<file path="src/rtl/encoder_4x2_debounced_pkg.sv">
// Shared constants, output-side state encoding and pattern helpers for the
// 4-to-2 debounced encoder; the line/code widths match the 2x4 decoder family.
package encoder_4x2_debounced_pkg;

    localparam int LINE_W           = 4;
    localparam int CODE_W           = 2;
    localparam int DEBOUNCE_DEFAULT = 16;

    typedef enum logic {
        ST_IDLE = 1'b0,
        ST_FULL = 1'b1
    } out_state_t;

    // Highest set line wins; an all-zero pattern maps to 0.
    function automatic logic [CODE_W-1:0] priority_code(input logic [LINE_W-1:0] pattern);
        logic [CODE_W-1:0] code;
        code = '0;
        for (int i = 0; i < LINE_W; i++) begin
            if (pattern[i]) code = CODE_W'(i);
        end
        return code;
    endfunction

    function automatic logic more_than_one(input logic [LINE_W-1:0] pattern);
        return (pattern & (pattern - 1'b1)) != '0;
    endfunction

endpackage

</file>
<file path="src/rtl/encoder_4x2_debounced_if.sv">
// Output-side bus of the debounced encoder: code, valid/ready handshake and status flags.
interface encoder_4x2_debounced_if;
    import encoder_4x2_debounced_pkg::*;

    logic [CODE_W-1:0] b;
    logic              valid;
    logic              ready;
    logic              any;
    logic              multi;
    logic              overrun;

    modport master (
        output b, valid, any, multi, overrun,
        input  ready
    );

    modport slave (
        input  b, valid, any, multi, overrun,
        output ready
    );

endinterface

</file>
<file path="src/rtl/encoder_4x2_debounced_debounce_vec.sv">
// Two-flop synchroniser plus a shared-counter vector debouncer; upd flags the
// edge on which a newly settled pattern is written into stable.
module debounce_vec #(
    parameter int WIDTH           = 4,
    parameter int DEBOUNCE_CYCLES = 16,
    parameter int CNT_W           = 16
) (
    input  logic             clk,
    input  logic             rst,
    input  logic [WIDTH-1:0] raw,
    output logic [WIDTH-1:0] stable,
    output logic [WIDTH-1:0] pattern,
    output logic             upd
);

    localparam logic [CNT_W-1:0] CNT_LAST = CNT_W'(DEBOUNCE_CYCLES - 1);

    logic [WIDTH-1:0] sync1;
    logic [WIDTH-1:0] sync2;
    logic [WIDTH-1:0] cand;
    logic [CNT_W-1:0] cnt;

    // Combinational so the top can load its code on the same edge stable moves.
    assign upd     = (sync2 == cand) && (cnt >= CNT_LAST) && (cand != stable);
    assign pattern = cand;

    always_ff @(posedge clk) begin
        if (rst) begin
            sync1  <= '0;
            sync2  <= '0;
            cand   <= '0;
            cnt    <= '0;
            stable <= '0;
        end else begin
            sync1 <= raw;
            sync2 <= sync1;
            if (sync2 != cand) begin
                cand <= sync2;
                cnt  <= '0;
            end else if (cnt < CNT_LAST) begin
                cnt <= cnt + 1'b1;
            end else if (cand != stable) begin
                stable <= cand;
            end
        end
    end

endmodule

</file>
<file path="src/rtl/encoder_4x2_debounced.sv">
// Debounced 4-to-2 priority encoder: each newly stable non-zero pattern is
// issued once as a code over a valid/ready handshake, with a sticky overrun flag.
module encoder_4x2_debounced
    import encoder_4x2_debounced_pkg::*;
#(
    parameter int DEBOUNCE_CYCLES = DEBOUNCE_DEFAULT,
    parameter int CNT_W           = 16
) (
    input  logic                     clk,
    input  logic                     rst,
    input  logic [LINE_W-1:0]        a,
    encoder_4x2_debounced_if.master  bus
);

    logic [LINE_W-1:0] stable;
    logic [LINE_W-1:0] pattern;
    logic              upd;
    logic              event_nz;
    out_state_t        state;
    logic [CODE_W-1:0] code_q;
    logic              overrun_q;

    debounce_vec #(
        .WIDTH           (LINE_W),
        .DEBOUNCE_CYCLES (DEBOUNCE_CYCLES),
        .CNT_W           (CNT_W)
    ) u_debounce (
        .clk     (clk),
        .rst     (rst),
        .raw     (a),
        .stable  (stable),
        .pattern (pattern),
        .upd     (upd)
    );

    // Releases settle into stable but never produce a code.
    assign event_nz = upd && (pattern != '0);

    always_ff @(posedge clk) begin
        if (rst) begin
            state     <= ST_IDLE;
            code_q    <= '0;
            overrun_q <= 1'b0;
        end else begin
            case (state)
                ST_IDLE: begin
                    if (event_nz) begin
                        code_q <= priority_code(pattern);
                        state  <= ST_FULL;
                    end
                end
                ST_FULL: begin
                    if (event_nz) begin
                        // Accept on the same edge frees the slot for the new code.
                        if (bus.ready) code_q    <= priority_code(pattern);
                        else           overrun_q <= 1'b1;
                    end else if (bus.ready) begin
                        state <= ST_IDLE;
                    end
                end
            endcase
        end
    end

    assign bus.b       = code_q;
    assign bus.valid   = (state == ST_FULL);
    assign bus.overrun = overrun_q;
    assign bus.any     = |stable;
    assign bus.multi   = more_than_one(stable);

endmodule
</file>
<file path="src/flat_wrapper.sv">
// flat-port wrapper written by rule: the top's interface ports become plain ports
module encoder_4x2_debounced_flat import encoder_4x2_debounced_pkg::*;
#(
    parameter int DEBOUNCE_CYCLES = DEBOUNCE_DEFAULT,
    parameter int CNT_W           = 16
)
  (clk, rst, a, bus_b, bus_valid, bus_any, bus_multi, bus_overrun, bus_ready);
  encoder_4x2_debounced_if bus_i ();
  input  logic clk;
  input  logic rst;
  input  logic [LINE_W-1:0] a;
  output wire logic [$bits(bus_i.b)-1:0] bus_b;
  output wire logic [$bits(bus_i.valid)-1:0] bus_valid;
  output wire logic [$bits(bus_i.any)-1:0] bus_any;
  output wire logic [$bits(bus_i.multi)-1:0] bus_multi;
  output wire logic [$bits(bus_i.overrun)-1:0] bus_overrun;
  input wire logic [$bits(bus_i.ready)-1:0] bus_ready;
  assign bus_b = bus_i.b;
  assign bus_valid = bus_i.valid;
  assign bus_any = bus_i.any;
  assign bus_multi = bus_i.multi;
  assign bus_overrun = bus_i.overrun;
  assign bus_i.ready = bus_ready;
  encoder_4x2_debounced #(.DEBOUNCE_CYCLES(DEBOUNCE_CYCLES), .CNT_W(CNT_W)) u_core (.clk(clk), .rst(rst), .a(a), .bus(bus_i));
endmodule
</file>
<file path="config.mk">
export PLATFORM = sky130hd
export DESIGN_NAME = encoder_4x2_debounced_flat
export DESIGN_NICKNAME = d
export VERILOG_FILES = /design/src/rtl/encoder_4x2_debounced_pkg.sv /design/src/rtl/encoder_4x2_debounced_if.sv /design/src/rtl/encoder_4x2_debounced_debounce_vec.sv /design/src/rtl/encoder_4x2_debounced.sv /design/src/flat_wrapper.sv
export SDC_FILE = /design/constraint.sdc
export NUM_CORES = 1
export LEC_CHECK = 0
export BUFFER_PORTS_ARGS = -buffer_cell sky130_fd_sc_hd__buf_4
export CORE_ASPECT_RATIO = 0.5
export CORE_UTILIZATION = 50
export DETAILED_ROUTE_END_ITERATION = 8
export GPL_TIMING_DRIVEN = 0
export PLACE_DENSITY = 0.66
export SKIP_CTS_REPAIR_TIMING = 1
export SYNTH_ARGS = -nofsm -noshare
export SYNTH_HDL_FRONTEND = slang
export SYNTH_SLANG_ARGS = --single-unit
export TNS_END_PERCENT = 50
</file>
<file path="constraint.sdc">
create_clock -name clk -period 2.2 [get_ports clk]
set_input_delay 0.44 -clock clk [delete_from_list [all_inputs] [get_ports clk]]
set_output_delay 0.44 -clock clk [all_outputs]
set_load 0.05 [all_outputs]
</file>
### Word level (Yosys, flattened, before mapping)

Index checks and enable logic that the tools add are counted.

| storage, ports and cells | value |
|---|---|
| register bits | 36 |
| latch bits | 0 |
| memory bits (writable) | 0 |
| memory bits (read-only) | 0 |
| input port bits | 7 |
| memories kept | 0 |

| operators by class | value |
|---|---|
| add/subtract/negate cells | 2 |
| $mul | 0 |
| divide/modulo/power cells | 0 |
| $lt $le $gt $ge | 2 |
| equality and inequality tests | 6 |
| shift operators | 0 |
| multiplexer cells | 11 |
| bitwise logic cells | 5 |
| reductions and logical operators | 10 |

Operators with widths:

| operator | number |
|---|---|
| adder 16 x 1 -> 16 bit (second input constant) | 1 |
| >= comparator 16 x 4 -> 1 bit (second input constant) | 1 |
| less-than comparator 16 x 4 -> 1 bit (second input constant) | 1 |
| 2-to-1 mux 2 bit | 5 |
| AND reduction 3 bit | 3 |
| != test 4 bit | 2 |
| nonzero test 4 bit | 2 |
| bitwise AND 4 bit | 1 |
| equality test 4 bit | 1 |
| 2-to-1 mux 1 bit | 4 |
| != test 2 x 1 -> 1 bit (second input constant) | 2 |
| inverter 1 bit | 4 |
| case mux 2 bit (2 select lines) | 1 |
| OR reduction 4 bit | 1 |
| subtractor 4 x 1 -> 4 bit (second input constant) | 1 |
| logical AND 1 bit | 3 |
| != test 2 bit (second input constant) | 1 |
| case mux 1 bit (2 select lines) | 1 |
| OR reduction 2 bit | 1 |

### Longest topological paths before layout

Gate-level depths: netlist (run 1).

| logic depth | value |
|---|---|
| depth after elaboration | 6 |
| depth in mapped cells | 6 |
| depth with buffers taken out | 6 |

### Modules after synthesis

From an unflattened synthesis (run 1), not the netlist that was laid out.

| second synthesis, totals | value |
|---|---|
| cell total of the unflattened synthesis | 127 |
| area, all modules | 1342.5 sq um |

By module, submodules not included:

| module | instances | cells each | area an instance (sq um) |
|---|---|---|---|
| debounce_vec | 1 | 102 | 1142.3 |
| encoder_4x2_debounced | 1 | 25 | 200.2 |

### Least setup slack after synthesis (run 1)

Ideal clock, no wire load.

| timing path | value |
|---|---|
| kind | reg2reg |
| from | register u_core.u_debounce.cnt[0] |
| to | register u_core.code_q[0], in the netlist u_core.bus.b[0] |
| library setup time | 0.116 ns |
| data arrival time | 1.598 ns |
| setup slack | 0.486 ns |
| cell stages (with the launch flop) | 7 |
| clock period less this slack | 1.714 ns |
| cell sequence | dfxtp_1 ha_1 nand3_1 nand4_1 nand3_4 or4_1 o211a_1 |

| between the ends | value |
|---|---|
| cells in the longest elaborated chain, start to end | 6 |

Ends and longest elaborated chain:

| element | line | text |
|---|---|---|
| start, declared | encoder_4x2_debounced_debounce_vec.sv:21 | `logic [CNT_W-1:0] cnt;` |
| start signal, assigned | encoder_4x2_debounced_debounce_vec.sv:41 | `cnt <= cnt + 1'b1;` |
| >= comparator 16 x 4 -> 1 bit (*) | encoder_4x2_debounced_debounce_vec.sv:24 | `assign upd = (sync2 == cand) && (cnt >= CNT_LAST) && (cand != stable);` |
| logical AND 1 bit (*) (2 in a row) | encoder_4x2_debounced_debounce_vec.sv:24 |  |
| logical AND 1 bit (*) | encoder_4x2_debounced.sv:37 | `assign event_nz = upd && (pattern != '0);` |
| != test 2 x 1 -> 1 bit (no source line) | n/a |  |
| AND reduction 3 bit (no source line) (*) | n/a |  |
| end signal, assigned | encoder_4x2_debounced.sv:48 | `code_q <= priority_code(pattern);` |
| end signal, assigned | encoder_4x2_debounced.sv:55 | `if (bus.ready) code_q <= priority_code(pattern);` |
| end, declared | encoder_4x2_debounced.sv:20 | `logic [CODE_W-1:0] code_q;` |

Every way passes the cells marked *; elsewhere a longest branch is shown, timed or not.
A chain may end at the register's enable or synchronous reset.

### Final worst setup path (run 1)

Same ends and word-level chain as after synthesis.

==> results of run 1 <==
==> synth_stat cells, types with 3 or more instances <==
cell type  number
nor2b_1        12
clkbuf_1        3
nor4_1          4
nor3_1          8
nor2_1          9
xnor2_1         7
inv_1           3
and3_1         10
dfxtp_1        36
mux2i_1         5
==> placed cells by master, fill, tap and decap left out, types with 2 or more instances in the layout <==
cell / n
dfxtp_1: 36
nor2b_1: 12
buf_4: 12
and3_1: 10
nor2_1: 9
nor3_1: 8
xnor2_1: 7
clkbuf_8: 6
clkbuf_1: 5
mux2i_1: 5
nor4_1: 4
inv_1: 3
nand2b_1: 2
xnor2_2: 2
nand3_1: 2
nand4_1: 2
o21a_1: 2
and3_2: 2
==> metal layers <==
metal  track usage, %  share of wire, %  up-vias
met4            6.944               1.3        0
met2            22.99                36       11
met5                0                 0        -
li1                 -                 -      465
met1            22.42                58      396
met3            9.375               4.5        5
==> area by class of cell <==
type,instances,area (um^2),share of cell area (%)
well taps,35,43.79,2.773
repair buffers,12,90.09,5.705
flip-flops and latches,36,720.7,45.64
clock buffers,8,90.09,5.705
plain buffers,5,31.28,1.981
inverters,3,11.26,0.7132
multi-input cells,80,591.8,37.48
==> state kept, by name, summed over array words and instances, names as in the netlist <==
name,flops
u_core.bus.b,2
u_core.bus.overrun,1
u_core.bus.valid,1
u_core.u_debounce.cnt,16
u_core.u_debounce.pattern,4
u_core.u_debounce.stable,4
u_core.u_debounce.sync1,4
u_core.u_debounce.sync2,4
==> worst paths after layout <==
check / from / endpoint / slack (ps) / depth (start not counted)
min reg2reg: u_core.u_debounce.sync1[3] / u_core.u_debounce.sync2[3] / 440 / 1
max: u_core.u_debounce.cnt[0] / u_core.bus.b[0] / 310 / 6
min: rst / u_core.u_debounce.sync2[3] / 350 / 2
max reg2reg: u_core.u_debounce.cnt[0] / u_core.bus.b[0] / 310 / 6
==> cells by family (layout without fill, tap and decap cells) <==
kind of cell,Yosys count,in the layout,synth area share [%]
and+or+nand+nor,56,56,25.30
DFF,36,36,53.19
xor gates and xnor gates,11,11,9.603
buffers and inverters,8,28,3.139
AOI/OAI and AO/OA,6,6,3.415
muxes,5,5,3.694
adders and majority gates,2,2,1.662
==> power by group <==
part	switching (mW)	total (mW)	internal [mW]
registers	0.00950	0.673	0.664
logic	0.0358	0.0702	0.0344
clock network	0.215	0.470	0.255
total	0.260	1.21	0.953
==> per-stage QoR <==
step | hold slack (ps) | setup slack [ps] | util, % | std cells
detailed placement | 426.2 | 311.6 | 62.37 | 171
floorplan | 413.8 | 485.9 | - | 124
finish | 346.4 | 306.8 | 66.14 | 179
global placement | 417.0 | 285.6 | 62.37 | 171
CTS | 338.5 | 294.7 | 66.14 | 179
global route | 355.0 | 158.4 | 66.14 | 179
==> results.cfg, run 1 <==
[clock_tree]
cts_root_buf = clkbuf_8
cts_inserted_buffers = 5
cts_htree_levels = 2
clk_pin_slew_worst_paths_ps = 70
clk_latency_ps = 280
cts_tree = done
cts_max_path_buffers = 2
cts_sinks = 36

[grt]
grt_overflow = 0
grtUsageTotal_pct = 17.13
grt_pass1_wl_um = 3387
grt_max_degree = 11
antenna_found_initial = 0
grt_pass1_vias = 755

[timing]
finalMaxSlewViolations = 0
rsz0062_at_grt = false
hold_violations = 0
relSlewSlack_pct = 69.09
finClkSkew_ps = 4.340
period_minus_slack_ps = 1893
setup_tns_ps = 0
setup_viol = 0
fmax_mhz = 528.2
worst_slew_pin_slew_ps = 459.4
timing.final.crit_share_pct = 86.05

[detailed_routing]
antenna_left = 0
route.detailed.drc = 0
wl_um = 2034
first_pass_iters = 4
drt-wirelength-per-cell_um = 11.36
vias_per_cell = 4.899
vias = 877
drt_iter0_markers = 23

[setup_path]
cp-start-kind = flip-flop
critPathSlowestCell = or4_1
path_class = reg2reg
cp.required_ps = 2380
max_stage_delay_ps = 550
end_kind = flip-flop
path_cells = ha_1 -> nand3_1 -> nand4_1 -> nand3_4 -> or4_1 -> o211a_1
crit_buf_inv = 0
critical-path-top-delay-family = simple AND/OR/NAND/NOR gates
arrival_ps = 2070
crit_fanout = 9

[logic_synthesis]
postSynthAreaPerCell_um2 = 10.93
synth_cell_types = 31
synth-main-ff-cell = dfxtp_1
syn_nets = 132
yosysTopAreaCell = dfxtp_1
synthTopCellsByArea = dfxtp_1 53%, nor2b_1 5.5%, and3_1 4.6%, xnor2_1 4.5%, mux2i_1 3.7%
synthArstFlopShare_pct = 0
syn_inst = 124
syn_area_um2 = 1355
synth_seq_cells = 36
synth_top_area_share_pct = 53.19
yosys_warnings = 0
synth_edf_count = 0
ys_seq_area_share_pct = 53.19

[power_and_ir_drop]
power_leakage_nw = 0.6849
peakVddDrop_mv = 0.5501
power_mw = 1.213
powerDensity_nw_per_um2 = 768.2

[floorplan]
initial_core_util_pct = 56.76
io_pins = 13
core_um2 = 2387
fp.dieArea_um2 = 2935
die_height_um = 38.81
die_w_um = 75.62
rows = 12

[finish]
antenna_cells = 0
fillers = 203
design_area_um2 = 1579
drive_above_1_share_pct = 19.44
synthToLayoutAreaGrowth_pct = 16.53
final_nets = 151

[placed_design]
post-dp-hpwl_um = 1439
gp_congestion = 0.7392
numPortBuffers = 12
post_dp_cell_area_um2 = 1489

[worst_hold_path]
hold_path_class = in2reg

[run]
drv_cap = 0

[status]
status = complete, no violations
(Power assumes the default switching activity.)
==> inputs of run 2 (changes only) <==
--- a/config.mk
+++ b/config.mk
@@ -11,6 +11,7 @@
 export DETAILED_ROUTE_END_ITERATION = 8
 export GPL_TIMING_DRIVEN = 0
 export PLACE_DENSITY = 0.66
+export SETUP_SLACK_MARGIN = 0.4
 export SKIP_CTS_REPAIR_TIMING = 1
 export SYNTH_ARGS = -nofsm -noshare
 export SYNTH_HDL_FRONTEND = slang
==> results.cfg, run 2 (synthesis results as in run 1) <==
[setup_path]
r2r_slack_ps = 470
path_cells = maj3_1 -> nor2_1 -> nor2_1 -> buf_4
crit_fanout = 4
timing.rr.start = u_core.u_debounce.pattern[2]
max_stage_delay_ps = 350
cp.required_ps = 1760
end_kind = primary output
cp-start-kind = flip-flop
critical-path-top-delay-family = flip-flops
r2r_end = u_core.bus.b[0]
crit_buf_inv = 1
reg2reg_depth = 6
arrival_ps = 1300
path_common_cell = nor2_1
critPathSlowestCell = dfxtp_1
path_class = reg2out

[grt]
grt_pass1_wl_um = 3387
antenna_found_initial = 0
grt_overflow = 0
grtUsageTotal_pct = 17.13
grt_pass1_vias = 755
grt_max_degree = 11

[placed_design]
numPortBuffers = 12
post_dp_cell_area_um2 = 1489
gp_congestion = 0.7392
post-dp-hpwl_um = 1439

[status]
status = complete, no violations

[clock_tree]
cts_inserted_buffers = 5
cts_htree_levels = 2
clk_latency_ps = 280
clk_pin_slew_worst_paths_ps = 60
cts_max_path_buffers = 2
cts_tree = done
cts_root_buf = clkbuf_8
cts_sinks = 36

[run]
drv_cap = 0

[finish]
synthToLayoutAreaGrowth_pct = 20.41
final_common_cell = dfxtp_1
layout.cells.most_common_list = 33 x dfxtp_1, 18 x buf_4, 12 x nor2b_1
regMostFlops = u_core.u_debounce.cnt
drive_above_1_share_pct = 25.33
fillers = 200
largest_reg_flops = 16
antenna_cells = 0
post-route-util_pct = 68.34
design_area_um2 = 1632
final_nets = 157

[power_and_ir_drop]
p_comb_share_pct = 5.8
swShare_pct = 21.36
power_leakage_nw = 0.7141
pwr-share-seq_pct = 55.6
p_int_mw = 0.9536
powerDensity_nw_per_um2 = 743.2
netSwitchingPower_mw = 0.2590
clkPwrFrac_pct = 38.6
peakVddDrop_mv = 0.5496

[detailed_routing]
drt_iter0_markers = 21
wl_um = 2110
drt-wirelength-per-cell_um = 11.41
antenna_left = 0
route.detailed.drc = 0
vias_per_cell = 4.811
vias = 890
first_pass_iters = 4

[timing]
timing.final.crit_share_pct = 79.23
rsz0062_at_grt = false
setup_tns_ps = 0
relSlewSlack_pct = 68.94
fin_hold_ws_ps = 346.3
fmax_mhz = 573.7
finClkSkew_ps = 3.120
hold_violations = 0
period_minus_slack_ps = 1743
finalMaxSlewViolations = 0
worst_slew_pin_slew_ps = 461.6
setup_viol = 0

[floorplan]
die_w_um = 75.62
rows = 12
io_pins = 13
core_um2 = 2387
initial_core_util_pct = 56.76
fp.dieArea_um2 = 2935
die_height_um = 38.81

[worst_hold_path]
holdPathEnd = u_core.u_debounce.sync2[3]
worstHoldPathCells = 2
hold_path_class = in2reg
min_from = rst
[run 2: routing by layer]
layer | GRT usage (%) | part of all wire, %
met5 | 0 | 0
met4 | 6.944 | 1.3
met3 | 9.375 | 4.4
met2 | 22.99 | 37
met1 | 22.42 | 57
[run 2: power by group through the flow]
stage,clock network [mW],registers [mW],logic [mW]
after CTS,0.482,0.673,0.0711
after floorplan,0,0.686,0.0514
after global routing,0.512,0.675,0.0793
after detailed placement,0,0.688,0.0708
final,0.468,0.674,0.0708
after global placement,0,0.688,0.0699
[run 2: layout make-up]
class	count	area [um^2]	area share, %
Buffer	5	31.28	1.917
Clock buffer	8	90.09	5.521
Timing Repair Buffer	18	135.1	8.282
Multi-Input combinational cell	80	595.6	36.50
Inverter	3	11.26	0.6902
Tap cell	35	43.79	2.684
Sequential cell	36	724.4	44.40
[run 2: worst max-delay path by stage]
stage	startpoint	endpoint	slack, ps	cells after the start
5_1_grt	u_core.u_debounce.pattern[2]	u_core.bus.b[0]	390	6
3_5_place_dp	u_core.u_debounce.cnt[0]	u_core.bus.b[0]	310	6
3_3_place_gp	u_core.u_debounce.cnt[0]	u_core.bus.b[0]	290	6
4_1_cts	u_core.u_debounce.cnt[0]	u_core.bus.b[0]	290	6
2_1_floorplan	u_core.u_debounce.cnt[0]	u_core.bus.b[0]	490	6
6_report	u_core.u_debounce.stable[1]	bus_multi	460	4
[run 2: stage by stage]
stage / power, mW / setup WS [ps] / cells
after floorplan: 0.7375 / 485.9 / 124
after detailed placement: 0.7588 / 311.6 / 171
after global routing: 1.266 / 394.3 / 185
after CTS: 1.227 / 294.7 / 179
final: 1.213 / 456.9 / 185
after global placement: 0.7575 / 285.6 / 171
==> inputs of run 3 (changes only) <==
--- a/config.mk
+++ b/config.mk
@@ -10,7 +10,7 @@
 export CORE_UTILIZATION = 50
 export DETAILED_ROUTE_END_ITERATION = 8
 export GPL_TIMING_DRIVEN = 0
-export PLACE_DENSITY = 0.66
+export PLACE_DENSITY = 0.69
 export SETUP_SLACK_MARGIN = 0.4
 export SKIP_CTS_REPAIR_TIMING = 1
 export SYNTH_ARGS = -nofsm -noshare
==> constraint.sdc (replaced) <==
create_clock -name clk -period 1.4 [get_ports clk]
set_input_delay 0.28 -clock clk [delete_from_list [all_inputs] [get_ports clk]]
set_output_delay 0.28 -clock clk [all_outputs]
set_load 0.05 [all_outputs]
==> results.cfg, run 3 (synthesis results as in run 1) <==
[status]
status = finished, violations left
violations = negative setup slack

[worst_hold_path]
hold_path_class = in2reg

[timing]
rsz0062_at_grt = true
hold_violations = 0
relSlewSlack_pct = 66.99
finalMaxSlewViolations = 0
fmax_mhz = 614.1
period_minus_slack_ps = 1628
fin_ws_ps = -228.5
fin_hold_ws_ps = 190.5
finClkSkew_ps = 2.399
timing.final.crit_share_pct = 116.3
setup_viol = 13
worst_slew_pin_slew_ps = 491.0

[finish]
final_nets = 163
design_area_um2 = 1888
drive_above_1_share_pct = 43.79
regMostFlops = u_core.u_debounce.cnt
antenna_cells = 0
final_common_cell = dfxtp_1
synthToLayoutAreaGrowth_pct = 39.34
layout.cells.most_common_list = 24 x dfxtp_1, 12 x nor2b_1, 12 x buf_4
largest_reg_flops = 16

[clock_tree]
clk_latency_ps = 280
cts_htree_levels = 2
cts_tree = done
cts_max_path_buffers = 2
cts_inserted_buffers = 5
cts_sinks = 36
clk_pin_slew_worst_paths_ps = 60
cts_root_buf = clkbuf_8

[detailed_routing]
wl_um = 2718
vias = 972
antenna_left = 0
vias_per_cell = 5.170
drt_iter0_markers = 45
first_pass_iters = 4
route.detailed.drc = 0
drt-wirelength-per-cell_um = 14.46

[floorplan]
die_height_um = 38.81
initial_core_util_pct = 56.76
die_w_um = 75.62
core_um2 = 2387
rows = 12
io_pins = 13
fp.dieArea_um2 = 2935

[placed_design]
post_dp_cell_area_um2 = 1538
numPortBuffers = 12
post-dp-hpwl_um = 1651
gp_congestion = 0.7366

[grt]
grtUsageMet3_pct = 8.594
grt_overflow = 0
use_met1_pct = 23.33
grt_pass1_vias = 831
grt_pass1_wl_um = 3836
busiest_layer = met2
use_met2_pct = 29.91
grtUsageTotal_pct = 19.44
grt_max_degree = 11
antenna_found_initial = 0

[run]
drv_cap = 0

[power_and_ir_drop]
power_leakage_nw = 0.7999
pwr-share-seq_pct = 57.2
swShare_pct = 22.28
powerDensity_nw_per_um2 = 979.2
peakVddDrop_mv = 0.7475
p_int_mw = 1.437
clkPwrFrac_pct = 35.0
netSwitchingPower_mw = 0.4118
p_comb_share_pct = 7.8

[setup_path]
critical-path-top-delay-family = simple AND/OR/NAND/NOR gates
path_class = reg2reg
cp.required_ps = 1580
critPathSlowestCell = or4_1
path_cells = ha_4 -> nand3_2 -> nand4_1 -> buf_6 -> nand3_4 -> or4_1 -> o211a_1
cp-start-kind = flip-flop
crit_fanout = 6
arrival_ps = 1810
end_kind = flip-flop
max_stage_delay_ps = 440
crit_buf_inv = 1
==> run 3: worst reg2reg max path, cell delays in order, from the launching register on <==
cell and delay [ps]:
dfxtp_4 370, ha_4 140, nand3_2 80, nand4_1 120, buf_6 130, nand3_4 110, or4_1 440, o211a_1 140
==> run 3: worst paths after layout <==
kind	from	to	slack (ps)	cells past startpoint
worst max-delay path	u_core.u_debounce.cnt[1]	u_core.bus.b[0]	-230	7
worst min-delay path	rst	u_core.u_debounce.sync2[3]	190	2
worst max register to register	u_core.u_debounce.cnt[1]	u_core.bus.b[0]	-230	7
worst min register to register	u_core.u_debounce.sync1[3]	u_core.u_debounce.sync2[3]	430	1
==> run 3: final cells by class <==
type	instances	area, um^2
Sequential cell	36	745.7
Fill cell	146	499.2
Buffer	5	42.54
Timing Repair Buffer	24	237.7
Inverter	3	11.26
Multi-Input combinational cell	80	738.2
Tap cell	35	43.79
Clock buffer	5	68.82
==> run 3: power by group through the flow <==
stage	sequential (mW)	combinational, mW	clock, mW
2_1_floorplan	1.08	0.0897	0
3_3_place_gp	1.08	0.119	0
3_5_place_dp	1.09	0.123	0
4_1_cts	1.06	0.123	0.663
5_1_grt	1.06	0.155	0.706
6_report	1.06	0.144	0.647
==> run 3: metrics by stage <==
stage	setup TNS, ps	std cells	worst slack, ps	utilization (%)	power, mW
after floorplan	-236.8	124	-171.5	-	1.171
after global placement	-2590	171	-346.2	64.41	1.204
after detailed placement	-2593	171	-347.1	64.41	1.209
after CTS	-3150	176	-369.6	67.30	1.849
after global routing	-2306	188	-312.6	79.09	1.922
final	-1245	188	-228.5	79.09	1.849
==> run 3: layer usage <==
metal	vias to the layer above	wire [um]
met5	-	0
met2	24	1231
met1	454	1307
met4	0	50
li1	487	-
met3	7	128
